File: config.mk
export PLATFORM = sky130hd
export DESIGN_NAME = qq_fill_seq
export DESIGN_NICKNAME = d
export VERILOG_FILES = /design/src/rtl/qq_pkg.sv /design/src/rtl/qq_reg_slice.sv /design/src/rtl/qq_fill_seq.sv
export SDC_FILE = /design/constraint.sdc
export NUM_CORES = 1
export LEC_CHECK = 0
export ABC_AREA = 1
export CAP_MARGIN = 5
export CORE_ASPECT_RATIO = 1.2
export CORE_MARGIN = 2
export CORE_UTILIZATION = 49
export CTS_CLUSTER_SIZE = 10
export DETAILED_ROUTE_END_ITERATION = 6
export PLACE_DENSITY_LB_ADDON = 0.2
export SYNTH_ARGS = -nofsm -noshare
export SYNTH_HDL_FRONTEND = slang
export SYNTH_HIERARCHICAL = 1
export SYNTH_SLANG_ARGS = --single-unit
export TNS_END_PERCENT = 20
File: constraint.sdc
create_clock -name clk -period 3.1 [get_ports clk]
set_input_delay 0.93 -clock clk [delete_from_list [all_inputs] [get_ports clk]]
set_output_delay 0.93 -clock clk [all_outputs]
set_load 0.01 [all_outputs]
File: src/rtl/qq_pkg.sv
// qq_pkg: shared state encoding, default widths and sentinel helper for the fill sequencer.
package qq_pkg;
  typedef enum logic [2:0] {
    ST_IDLE, ST_CLEAR, ST_FILL, ST_WAIT_DONE, ST_RUN, ST_DRAIN
  } qq_fill_state_t;
  localparam int KEY_W_DEF  = 8;
  localparam int DATA_W_DEF = 16;
  function automatic logic [63:0] sentinel_key(input int w);
    return (w >= 64) ? '1 : (64'd1 << w) - 64'd1;
  endfunction
endpackage

File: src/rtl/qq_reg_slice.sv
// qq_reg_slice: one-entry register slice; push/pop are pre-qualified handshakes from the owner.
module qq_reg_slice #(
  parameter int W = 24
) (
  input  logic         clk,
  input  logic         clr_n,
  input  logic         push_i,
  input  logic         pop_i,
  input  logic [W-1:0] data_i,
  output logic         full_o,
  output logic [W-1:0] data_o
);
  logic         full_q, full_d;
  logic [W-1:0] data_q, data_d;
  always_comb begin
    full_d = push_i ? 1'b1 : (pop_i ? 1'b0 : full_q);
    data_d = push_i ? data_i : data_q;
  end
  always_ff @(posedge clk or negedge clr_n) begin
    if (!clr_n) begin
      full_q <= 1'b0;
      data_q <= '0;
    end else begin
      full_q <= full_d;
      data_q <= data_d;
    end
  end
  assign full_o = full_q;
  assign data_o = data_q;
endmodule

File: src/rtl/qq_fill_seq.sv
// qq_fill_seq: start-up sequencer that seeds the queue with sentinel entries,
// then forwards upstream enqueues through a one-entry slice.
module qq_fill_seq
  import qq_pkg::*;
#(
  parameter int KEY_W   = KEY_W_DEF,
  parameter int DATA_W  = DATA_W_DEF,
  parameter int FILL_N  = 3,
  parameter int TIMEOUT = 15
) (
  input  logic              clk,
  input  logic              rst,
  input  logic              start,
  input  logic              in_valid,
  output logic              in_ready,
  input  logic [KEY_W-1:0]  in_key,
  input  logic [DATA_W-1:0] in_data,
  output logic              enq_valid,
  input  logic              enq_ready,
  output logic [KEY_W-1:0]  enq_key,
  output logic [DATA_W-1:0] enq_data,
  output logic              cnt_clr,
  output logic              fill_cnt,
  input  logic              cnt_done,
  output logic              busy,
  output logic              run,
  output logic              fill_err
);
  localparam int IW = $clog2(FILL_N + 1);
  localparam int TW = $clog2(TIMEOUT + 1);
  localparam logic [IW-1:0] LAST_IDX = IW'(FILL_N - 1);
  localparam logic [TW-1:0] LAST_TO  = TW'(TIMEOUT - 1);
  qq_fill_state_t state_q, state_d;
  logic [IW-1:0] idx_q, idx_d;
  logic [TW-1:0] to_q, to_d;
  logic          err_q, err_d;
  logic                     sl_full;
  logic [KEY_W+DATA_W-1:0]  sl_data;
  // The slice only ever holds data in RUN/DRAIN, so its full flag alone qualifies pop.
  qq_reg_slice #(.W(KEY_W + DATA_W)) u_slice (
    .clk    (clk),
    .clr_n  (rst),
    .push_i (in_valid && in_ready),
    .pop_i  (sl_full && enq_ready),
    .data_i ({in_key, in_data}),
    .full_o (sl_full),
    .data_o (sl_data)
  );
  always_comb begin
    state_d   = state_q;
    idx_d     = idx_q;
    to_d      = to_q;
    err_d     = err_q;
    cnt_clr   = 1'b0;
    fill_cnt  = 1'b0;
    enq_valid = 1'b0;
    enq_key   = '0;
    enq_data  = '0;
    in_ready  = 1'b0;
    case (state_q)
      ST_IDLE: if (start) begin
        state_d = ST_CLEAR;
        err_d   = 1'b0;
      end
      ST_CLEAR: begin
        cnt_clr = 1'b1;
        idx_d   = '0;
        to_d    = '0;
        state_d = ST_FILL;
      end
      ST_FILL: begin
        enq_valid = 1'b1;
        enq_key   = KEY_W'(sentinel_key(KEY_W));
        fill_cnt  = enq_ready;
        if (cnt_done) begin
          err_d   = 1'b1;
          state_d = ST_IDLE;
        end else if (enq_ready) begin
          idx_d   = idx_q + IW'(1);
          state_d = (idx_q == LAST_IDX) ? ST_WAIT_DONE : ST_FILL;
        end
      end
      ST_WAIT_DONE: if (cnt_done) state_d = ST_RUN;
      else begin
        to_d = to_q + TW'(1);
        if (to_q == LAST_TO) begin
          err_d   = 1'b1;
          state_d = ST_IDLE;
        end
      end
      ST_RUN: begin
        in_ready  = !start && (!sl_full || enq_ready);
        enq_valid = sl_full;
        {enq_key, enq_data} = sl_data;
        if (start) state_d = (sl_full && !enq_ready) ? ST_DRAIN : ST_CLEAR;
      end
      ST_DRAIN: begin
        enq_valid = sl_full;
        {enq_key, enq_data} = sl_data;
        if (!sl_full || enq_ready) state_d = ST_CLEAR;
      end
      default: state_d = ST_IDLE;
    endcase
  end
  always_ff @(posedge clk or negedge rst) begin
    if (!rst) begin
      state_q <= ST_IDLE;
      idx_q   <= '0;
      to_q    <= '0;
      err_q   <= 1'b0;
    end else begin
      state_q <= state_d;
      idx_q   <= idx_d;
      to_q    <= to_d;
      err_q   <= err_d;
    end
  end
  assign busy     = (state_q == ST_CLEAR) || (state_q == ST_FILL) ||
                    (state_q == ST_WAIT_DONE) || (state_q == ST_DRAIN);
  assign run      = (state_q == ST_RUN);
  assign fill_err = err_q;
endmodule

==> impl_metrics.tcl <==
set metrics [dict create \
    die_h_um 71.73 \
    cts_setup_buffers 0 \
    ys_ff_latch 35 \
    port_buffers 60 \
    seq_area_frac_synth 0.4676 \
    grt_pass1_wl_um 7051 \
    synthFlopType "dfrtp_1" \
    cts_tree "built" \
    syn-num-nets 290 \
    final_antenna_net_count 0 \
    cp-start-kind "primary input" \
    initial_core_util 0.5113 \
    grt.overflow.total 0 \
    antenna_found_initial 0 \
    drt-initial-drc-count 65 \
    timing.fmax_mhz 340.3 \
    slew_viol_final 0 \
    peakVddDrop_uv 478.7 \
    ys_top_cells_by_count "111 x nand2_1, 35 x dfrtp_1, 31 x inv_1" \
    vias 1725 \
    synth.top_cell.area_share 0.4676 \
    avgSynthCellArea_um2 7.288 \
    final.setup.tns_ns 0 \
    post-dp-hpwl_um 3027 \
    fin_cells 375 \
    crit_path_end_kind "primary output" \
    holdWs_ns 0.4702 \
    rsz0062_at_grt "no" \
    grt_pass1_vias 1704 \
    synth.most_common_cell "nand2_1" \
    dp.cells 368 \
    drt-met1-wl_um 1829 \
    core-area_mm2 0.003664 \
    io-pin-count 61 \
    slew_headroom 0.4842 \
    finalWirelength_um 4166 \
    cts_buffers 5 \
    min_period_ns 2.939 \
    grt_max_degree 36 \
    cts.clk_slew.worst_paths_ns 0.07 \
    status "finished, final reports clean" \
    dieArea_mm2 0.004335 \
    worst-setup-path-type "in2out" \
    wl_met2_um 2009 \
    synth_cells 257 \
    yosys-top-cells-area "dfrtp_1 47%, nand2_1 22%, inv_1 6.2%" \
    fp.dieW_um 60.44 \
    nets 356 \
    diodes 0 \
    arrival_ns 2.01 \
    top_layer_used "met4" \
    drive_gt1_frac 0.09907 \
    period_share 0.9480 \
    yosys.area.top_type "dfrtp_1" \
    synth_edf_count 0 \
    dpl_cell_area_mm2 0.002509 \
    syn-cell-area_mm2 0.001873 \
    p_per_area_mw_per_mm2 755.0 \
    tightest_slew_ns 0.7737 \
    rows 24 \
    worstHoldPathType "reg2reg" \
    setup_viol_count_final 0 \
    async_flop_share 1.000 \
    grt_usage 0.2168 \
    cts.sinks 35 \
    synth.distinct_cells 21 \
    cap_violations 0 \
    final_hold_viol_count 0 \
    drcViolationCount 0 \
    wl_per_cell_um 11.11 \
    vias_per_cell 4.600 \
    nFillCells 343 \
    power.leakage_nw 1.338 \
    fin_area_mm2 0.002596 \
    synth.yosys.warnings 6 \
    fin_skew_ns 0.004157 \
    cp_max_fo 3 \
    power_mw 1.960 \
    root_buffer "clkbuf_8" \
    gp_congestion 0.8811 \
    area_growth_pct 38.61 \
    clockBufferDepth 2 \
    firstDrtPassIters 4 \
    clk-insertion-delay-late_ns 0.28 \
    met3WireLength_um 227 \
    htree_levels 2 \
    cp.required_ns 2.17 \
]
path summary, 6_finish.rpt:
| path | startpoint | endpoint | slack, ns | depth (start not counted) |
|---|---|---|---|---|
| setup / recovery | enq_ready | in_ready | 0.16 | 6 |
| hold / removal | u_slice/data_o[0]$_DFFE_PN0P_ | u_slice/data_o[0]$_DFFE_PN0P_ | 0.47 | 2 |
| setup reg to reg | state_q[1]$_DFFE_PN0P_ | u_slice/data_o[9]$_DFFE_PN0P_ | 1.24 | 6 |
| hold reg to reg | u_slice/data_o[0]$_DFFE_PN0P_ | u_slice/data_o[0]$_DFFE_PN0P_ | 0.47 | 2 |
| max in group asynchronous | rst | u_slice/data_o[1]$_DFFE_PN0P_ | 1.89 | 1 |
| min in group asynchronous | rst | fill_err$_DFFE_PN0P_ | 0.72 | 1 |
metrics by stage:
stage | utilization | setup WS, ns
2_1_floorplan | - | 0.8761
3_3_place_gp | 0.6848 | -0.07736
6_report | 0.7087 | 0.1611
5_1_grt | 0.7087 | 0.08386
3_5_place_dp | 0.6848 | -0.08964
4_1_cts | 0.7087 | 0.1645
cell usage in the layout (no fill, tap or decap), drive strengths merged:
cell type / n
a31oi: 1
buf: 7
clkbuf: 6
clkdlybuf4s50: 57
clkinv: 1
dfrtp: 35
dlygate4sd2: 2
ha: 3
inv: 34
nand2: 122
nand3: 13
nor2: 29
nor3: 1
nor3b: 1
o21a: 1
o21ai: 9
xor2: 1
state kept, by name, indices dropped and copies added, names as in the netlist:
| name | count |
|---|---|
| fill_err | 1 |
| to_q | 4 |
| u_slice/data_o | 24 |
| state_q | 3 |
| u_slice/full_o | 1 |
| idx_q | 2 |
cell families after synthesis:
logic type / after synthesis / share of synthesized area
AND/OR/NAND/NOR: 166 / 0.3641
buffers and inverters: 41 / 0.1122
flip-flops: 35 / 0.4676
AO/OA/AOI/OAI: 11 / 0.03140
adder cells (fa/ha/maj): 3 / 0.02004
XOR/XNOR: 1 / 0.004677
critical path, cell delays in order:
cell and delay [ns]:
clkdlybuf4s50_1 0.48, inv_1 0.09, nand2_1 0.09, nand2_1 0.07, nor2_1 0.07, dlygate4sd2_1 0.27
power by group:
group | switching [mW] | internal [mW] | leakage, nW
sequential | 0.142 | 0.649 | 0.462
clock | 0.153 | 0.174 | 0.0470
combinational | 0.441 | 0.400 | 0.828
total | 0.737 | 1.22 | 1.34
layout make-up:
type / count / area (um2) / area share
Sequential cell: 35 / 875.8 / 0.3373
Multi-Input combinational cell: 181 / 794.5 / 0.3060
Timing Repair Buffer: 66 / 638.1 / 0.2458
Inverter: 34 / 135.1 / 0.05205
Clock buffer: 6 / 82.58 / 0.03181
Tap cell: 52 / 65.06 / 0.02506
Clock inverter: 1 / 5.005 / 0.001928
routing by layer:
metal	global-route usage	vias up
li1	-	894
met1	0.2497	774
met2	0.3696	48
met3	0.05957	9
met4	0.09420	0
met5	0	-
what timing repair did:
item / CTS / global route
gates resized for setup: 3 / 0
setup endpoints to repair: 2 / 0
hold buffers: 0 / 0
Power figures use the tool's default switching activity.
